[src/rtl/cal_kl_elastic.sv]
// Backward-extension k/l calculation stage with valid/ready handshakes.
// S1 precomputes the candidate occurrence indices; S2 picks k/l against the
// BWT primary, forms occ-line request addresses and counts memory lines.
module cal_kl_elastic #(
  parameter int IDX_W     = 64,
  parameter int ADDR_W    = 42,
  parameter int OCC_SHIFT = 7,
  parameter int IDX_HI    = 34,
  parameter int LINE_BITS = 4,
  parameter int READ_W    = 8,
  parameter int SIDE_W    = 160,
  parameter int CNT_W     = 32
) (
  input  logic              clk,
  input  logic              rst,
  input  logic              in_valid,
  output logic              in_ready,
  input  logic [5:0]        in_status,
  input  logic              in_finish,
  input  logic [READ_W-1:0] in_read_num,
  input  logic [IDX_W-1:0]  in_x0,
  input  logic [IDX_W-1:0]  in_x2,
  input  logic [IDX_W-1:0]  in_primary,
  input  logic [6:0]        in_bwd_i,
  input  logic [6:0]        in_mem_wr_addr,
  input  logic [SIDE_W-1:0] in_side,
  output logic              qry_valid,
  output logic [READ_W-1:0] qry_read_num,
  output logic [6:0]        qry_pos,
  output logic              out_valid,
  input  logic              out_ready,
  output logic [5:0]        out_status,
  output logic              out_finish,
  output logic [READ_W-1:0] out_read_num,
  output logic [IDX_W-1:0]  out_k,
  output logic [IDX_W-1:0]  out_l,
  output logic [ADDR_W-1:0] out_addr_k,
  output logic [ADDR_W-1:0] out_addr_l,
  output logic              out_req_valid,
  output logic              out_same_line,
  output logic [6:0]        out_mem_size,
  output logic [SIDE_W-1:0] out_side,
  output logic [CNT_W-1:0]  req_count
);

  localparam logic [5:0] ST_BUBBLE  = 6'h00;
  localparam logic [5:0] ST_BCK_INI = 6'h08;
  localparam logic [5:0] ST_BCK_RUN = 6'h10;
  localparam logic [5:0] ST_BCK_END = 6'h20;

  // S1 state
  logic              r_s1_v;
  logic [IDX_W-1:0]  r_s1_kt, r_s1_lt, r_s1_kt1, r_s1_lt1, r_s1_primary;
  logic [5:0]        r_s1_status;
  logic [READ_W-1:0] r_s1_read_num;
  logic [6:0]        r_s1_mem_size;
  logic [SIDE_W-1:0] r_s1_side;

  // S2 state (drives the outputs directly)
  logic              r_s2_v;
  logic [5:0]        r_status;
  logic              r_finish;
  logic [READ_W-1:0] r_read_num;
  logic [IDX_W-1:0]  r_k, r_l;
  logic [ADDR_W-1:0] r_addr_k, r_addr_l;
  logic              r_req_valid, r_same_line;
  logic [6:0]        r_mem_size;
  logic [SIDE_W-1:0] r_side;
  logic [CNT_W-1:0]  r_req_count;

  logic              r_qry_v;
  logic [READ_W-1:0] r_qry_read_num;
  logic [6:0]        r_qry_pos;

  logic              w_s2_free, w_accept, w_keep;
  logic [5:0]        w_eff_status;
  logic [IDX_W-1:0]  w_k, w_l;
  logic [ADDR_W-1:0] w_addr_k, w_addr_l;
  logic [CNT_W:0]    w_cnt_sum;

  assign w_s2_free    = !r_s2_v || out_ready;
  assign in_ready     = !r_s1_v || w_s2_free;
  assign w_accept     = in_valid && in_ready;
  // A finished read is turned into an end token regardless of its status code
  assign w_eff_status = in_finish ? ST_BCK_END : in_status;
  assign w_keep       = (w_eff_status == ST_BCK_INI) || (w_eff_status == ST_BCK_RUN) ||
                        (w_eff_status == ST_BCK_END);

  // Wrap past the primary row: the sentinel slot is skipped, hence the -2 variant
  always_comb begin
    w_k      = (r_s1_kt >= r_s1_primary) ? r_s1_kt1 : r_s1_kt;
    w_l      = (r_s1_lt >= r_s1_primary) ? r_s1_lt1 : r_s1_lt;
    w_addr_k = ADDR_W'({w_k[IDX_HI:OCC_SHIFT], {LINE_BITS{1'b0}}});
    w_addr_l = ADDR_W'({w_l[IDX_HI:OCC_SHIFT], {LINE_BITS{1'b0}}});
  end

  // A merged request costs one line, otherwise two
  assign w_cnt_sum = {1'b0, r_req_count} + (r_same_line ? (CNT_W+1)'(1) : (CNT_W+1)'(2));

  // S1: capture kept tokens and precompute both candidate index pairs
  always_ff @(posedge clk or negedge rst) begin
    if (!rst) begin
      r_s1_v        <= 1'b0;
      r_s1_kt       <= '0;
      r_s1_lt       <= '0;
      r_s1_kt1      <= '0;
      r_s1_lt1      <= '0;
      r_s1_primary  <= '0;
      r_s1_status   <= ST_BUBBLE;
      r_s1_read_num <= '0;
      r_s1_mem_size <= '0;
      r_s1_side     <= '0;
    end else begin
      r_s1_v <= w_accept ? w_keep : (r_s1_v && !w_s2_free);
      if (w_accept && w_keep) begin
        r_s1_kt       <= in_x0 - IDX_W'(1);
        r_s1_lt       <= in_x0 - IDX_W'(1) + in_x2;
        r_s1_kt1      <= in_x0 - IDX_W'(2);
        r_s1_lt1      <= in_x0 - IDX_W'(2) + in_x2;
        r_s1_primary  <= in_primary;
        r_s1_status   <= w_eff_status;
        r_s1_read_num <= in_read_num;
        r_s1_mem_size <= in_mem_wr_addr;
        r_s1_side     <= in_side;
      end
    end
  end

  // Query-ahead pulse one cycle after a kept token is accepted
  always_ff @(posedge clk or negedge rst) begin
    if (!rst) begin
      r_qry_v        <= 1'b0;
      r_qry_read_num <= '0;
      r_qry_pos      <= '0;
    end else begin
      r_qry_v <= w_accept && w_keep;
      if (w_accept && w_keep) begin
        r_qry_read_num <= in_read_num;
        r_qry_pos      <= in_bwd_i;
      end
    end
  end

  // S2: select k/l, build request addresses, shape the output token
  always_ff @(posedge clk or negedge rst) begin
    if (!rst) begin
      r_s2_v      <= 1'b0;
      r_status    <= ST_BUBBLE;
      r_finish    <= 1'b0;
      r_read_num  <= '0;
      r_k         <= '0;
      r_l         <= '0;
      r_addr_k    <= '0;
      r_addr_l    <= '0;
      r_req_valid <= 1'b0;
      r_same_line <= 1'b0;
      r_mem_size  <= '0;
      r_side      <= '0;
    end else if (w_s2_free) begin
      r_s2_v <= r_s1_v;
      if (r_s1_v) begin
        r_read_num <= r_s1_read_num;
        if (r_s1_status == ST_BCK_END) begin
          r_status    <= ST_BUBBLE;
          r_finish    <= 1'b1;
          r_k         <= '0;
          r_l         <= '0;
          r_addr_k    <= '0;
          r_addr_l    <= '0;
          r_req_valid <= 1'b0;
          r_same_line <= 1'b0;
          r_mem_size  <= r_s1_mem_size;
          r_side      <= '0;
        end else begin
          r_status    <= ST_BCK_RUN;
          r_finish    <= 1'b0;
          r_k         <= w_k;
          r_l         <= w_l;
          r_addr_k    <= w_addr_k;
          r_addr_l    <= w_addr_l;
          r_req_valid <= 1'b1;
          r_same_line <= (w_addr_k == w_addr_l);
          r_mem_size  <= (r_s1_status == ST_BCK_INI) ? 7'd0 : r_s1_mem_size;
          r_side      <= r_s1_side;
        end
      end
    end
  end

  // Saturating count of memory lines requested, bumped on output handshake
  always_ff @(posedge clk or negedge rst) begin
    if (!rst) begin
      r_req_count <= '0;
    end else if (r_s2_v && out_ready && r_req_valid) begin
      r_req_count <= w_cnt_sum[CNT_W] ? {CNT_W{1'b1}} : w_cnt_sum[CNT_W-1:0];
    end
  end

  assign qry_valid     = r_qry_v;
  assign qry_read_num  = r_qry_read_num;
  assign qry_pos       = r_qry_pos;
  assign out_valid     = r_s2_v;
  assign out_status    = r_status;
  assign out_finish    = r_finish;
  assign out_read_num  = r_read_num;
  assign out_k         = r_k;
  assign out_l         = r_l;
  assign out_addr_k    = r_addr_k;
  assign out_addr_l    = r_addr_l;
  assign out_req_valid = r_req_valid;
  assign out_same_line = r_same_line;
  assign out_mem_size  = r_mem_size;
  assign out_side      = r_side;
  assign req_count     = r_req_count;

endmodule

[config.mk]
export PLATFORM = sky130hd
export DESIGN_NAME = cal_kl_elastic
export DESIGN_NICKNAME = d
export VERILOG_FILES = /design/src/rtl/cal_kl_elastic.sv
export SDC_FILE = /design/constraint.sdc
export NUM_CORES = 2
export LEC_CHECK = 0
export CORE_MARGIN = 1.5
export CORE_UTILIZATION = 44
export CTS_CLUSTER_SIZE = 24
export DETAILED_ROUTE_END_ITERATION = 10
export MAX_ROUTING_LAYER = met4
export PLACE_DENSITY = 0.72
export SLEW_MARGIN = 20
export SYNTH_ARGS = -nofsm -noshare
export SYNTH_HDL_FRONTEND = slang
export SYNTH_SLANG_ARGS = --single-unit
[constraint.sdc]
create_clock -name clk -period 3.75 [get_ports clk]
set_input_delay 0.9375 -clock clk [delete_from_list [all_inputs] [get_ports clk]]
set_output_delay 0.9375 -clock clk [all_outputs]
set_load 0.02 [all_outputs]
==> summary.txt <==
Synthesis
  – Synth cell count leaders: 1448 x nand2_1, 849 x dfrtp_1, 398 x o21ai_0, 268 x ha_1, 200 x clkbuf_1
  – Cells after Synth: 4955
  – Yosys top cell area share: 46.9%
  – Count of different cell masters after synthesis: 78
  – Area leader, netlist: dfrtp_1
  – Synth Register Bits: 849
  – Post-synth ARST share: 100%
  – Warnings from Yosys: 0
  – EDFF count, synth: 0
  – Top FF cell, synth: dfrtp_1
  – Largest cells by area after synthesis: dfrtp_1 47%, nand2_1 12%, ha_1 7.4%
  – Post-synthesis cell area: 45300 sq um
  – Syn_area_per_cell: 9.15 sq um
  – Sequential share of the synthesized area: 46.9%
  – Count leader, synth: nand2_1

Clock tree
  – Clock tree buffer depth: 3
  – Clk slew on worst S/H paths: 0.06 ns
  – Htree depth: 3
  – Latest clock arrival within the worst-skew pair: 0.72 ns
  – Hold-fix buffers, CTS: 0
  – Cts bufs inserted: 94
  – Clk sinks: 849
  – CTS tree: done
  – Clock root cell: clkbuf_16

Global route
  – Largest net degree at the start of global routing: 165
  – GRT overflow: 0
  – Global-route wire length before repair: 278 mm
  – Vias in the first global route: 44300
  – GR Util All Layers: 36.5%
  – Initial antenna violation count: 23

Timing
  – Worst-margin pin slew: 1.12 ns
  – Unrepaired setup endpoints after global routing: yes
  – Period utilization: 134%
  – Slew Viols, Final: 0
  – Clock Skews: 0.0486 ns
  – PnR worst setup slack: -1.29 ns
  – Final hold violations: 0
  – Final setup violation count: 105
  – Highest Clock Rate: 0.198 GHz
  – Final min period: 5.04 ns
  – Worst slew margin: 25.2%

Worst setup path
  – CP arrival: 5.63 ns
  – Critical path class: input pin to flop
  – CP required: 4.33 ns
  – Critical path fanouts, max: 4
  – CP max stage delay: 0.47 ns
  – Critical-path cell list: buf_8, nor4_4, nand4_1, or3_4, or4_4, buf_6, nor2_4, buf_12, and3_4, xor2_2, ha_2, a21oi_2, o21ai_2, a211oi_2, a221oi_4, o311ai_4, nand2_4, a211oi_4, buf_6, o31ai_4, a21oi_2, xnor2_1, mux2_4
  – Worst Setup Start Kind: input pin
  – Reg-to-reg setup timing slack: -0.50 ns
  – Slowest-stage cell, CP: or4_4
  – Crit end category: flop

Outcome
  – Failing checks: setup timing
  – Run status: finished, violations left

Route
  – DRC viols: 0
  – Starting DRT DRC Count: 3625
  – First-pass DRT Iterations: 6
  – DR vias/cell: 5.41
  – Via count: 45200
  – Post-DRT Antenna Nets: 0
  – Final wirelength: 194 mm
  – Wirelength per Cell: 23.3 um

Placement
  – Port Buf Inserts: 797
  – DP Area: 63500 sq um
  – Final RePlAce weighted congestion: 1.04
  – Hpwl dp: 150 mm
  – Pre-CTS WS: -2.67 ns

Power and ir drop
  – Worst IR drop on VDD: 0.412 mV
  – Total chip power: 39500 uW
  – Pleak: 0.0347 uW
  – PwrDens: 549 nW/um^2

Floorplan
  – I/O pins: 831
  – Core area: 102000 sq um
  – Die X: 324 um
  – Row cnt: 117
  – Starting Density: 44.4%
  – Die ar.: 105000 sq um
  – Die H: 324 um

Finish
  – Layout Area Growth over Synthesis: 58.7%
  – Design area: 72000 sq um
  – Nets: 7534
  – Fin util: 70.5%
  – Share of cells above drive strength 1: 29.5%

Worst hold path
  – Worst Hold Class: input pin to asynchronous set/reset pin

Job
  – Max-cap viol count: 0
[kinds of logic after synthesis]
logic type / synth area share, %
DFF: 46.9
AOI/OAI and AO/OA: 14.4
and+or+nand+nor: 18.0
other: 0.00827
muxes: 3.22
buffers and inverters: 4.35
xor gates and xnor gates: 5.64
adders and majority gates: 7.53
[area by class of cell]
| cell class | count | area, sq um |
|---|---|---|
| sequential | 849 | 21200 |
| multi-input combinational | 3708 | 26300 |
| tap | 1368 | 1710 |
| clock buffer | 134 | 2790 |
| timing repair buffer | 2112 | 18900 |
| fill | 7760 | 30100 |
| antenna | 20 | 50.0 |
| inverter | 113 | 445 |
| clock inverter | 40 | 498 |
[power breakdown]
group	internal (uW)	total (uW)	switching, uW
logic	8220	17000	8750
clock network	5590	9720	4130
registers	11300	12800	1510
[state kept, by name, indices dropped and copies added, names as in the netlist]
register / cells
out_same_line: 1
out_side: 160
qry_valid: 1
r_s1_lt: 64
out_status: 1
out_k: 64
out_finish: 1
out_l: 64
req_count: 32
out_read_num: 8
r_s1_mem_size: 7
out_mem_size: 7
r_s1_v: 1
r_s1_kt1: 64
qry_pos: 7
r_s1_status: 6
qry_read_num: 8
r_s1_primary: 64
r_s1_lt1: 64
out_valid: 1
r_s1_side: 160
r_s1_kt: 64
[through the flow]
stage                     hold WS (ns)  cells  TNS [ns]
final                            0.230   8344    -78.54
after CTS                        0.219   8260    -85.23
after detailed placement         0.462   8008   -273.31
after global routing             0.242   8344    -88.08
after global placement           0.457   8008   -269.58
after floorplan                  0.440   4987    -70.90
[path summary, 6_finish.rpt]
kind / cells after the start / endpoint / start
worst min-delay path: 1 / out_k[42] / rst
worst max-delay path: 23 / r_s1_lt[59] / in_x0[9]
min in group clk: 2 / r_s1_kt1[46] / r_s1_kt1[46]
worst max register to register: 20 / out_same_line / r_s1_kt[40]
max in group asynchronous: 3 / out_side[40] / rst
worst min register to register: 2 / r_s1_kt1[46] / r_s1_kt1[46]
[placed cells by master, fill, tap and decap left out, drive strengths merged, types with 20 or more instances in the layout]
cell | synthesis | layout
a21o | 124 | 124
a21oi | 177 | 177
a22o | 169 | 169
a31oi | 20 | 20
and3 | 21 | 21
buf | 117 | 1325
clkbuf | 200 | 146
clkdlybuf4s50 | 0 | 765
clkinv | 1 | 24
conb | 1 | 33
dfrtp | 849 | 849
diode | 0 | 20
ha | 268 | 268
inv | 112 | 117
mux2i | 130 | 130
nand2 | 1449 | 1449
nand2b | 26 | 26
nand3 | 62 | 62
nand4 | 54 | 54
nor2 | 133 | 133
nor2b | 24 | 24
nor3 | 52 | 52
nor4 | 31 | 31
o21ai | 401 | 401
or3 | 25 | 25
xnor2 | 135 | 135
xor2 | 156 | 156
[timing repair]
item | in CTS | in global routing
setup endpoints to repair | 241 | 215
cloned | 0 | 1
endpoints found under the hold margin | 0 | 0
buffers inserted | 90 | 101
pin swaps | 202 | 276
gates resized for setup | 455 | 428
[worst max-delay path: cells and delay by family]
| family | cells | cell delay (ns) |
|---|---|---|
| simple gates | 7 | 1.99 |
| mux | 1 | 0.25 |
| buf+inv | 4 | 0.57 |
| compound gates | 8 | 1.49 |
| fa+ha+maj | 1 | 0.21 |
| xor+xnor | 2 | 0.17 |
[routing by layer]
metal / share of wire, % / track usage [%]
met1: 40 / 45.2
met4: 5.4 / 16.8
met3: 7.0 / 6.47
met2: 47 / 58.3
met5: 0 / -
(Power assumes the default switching activity.)
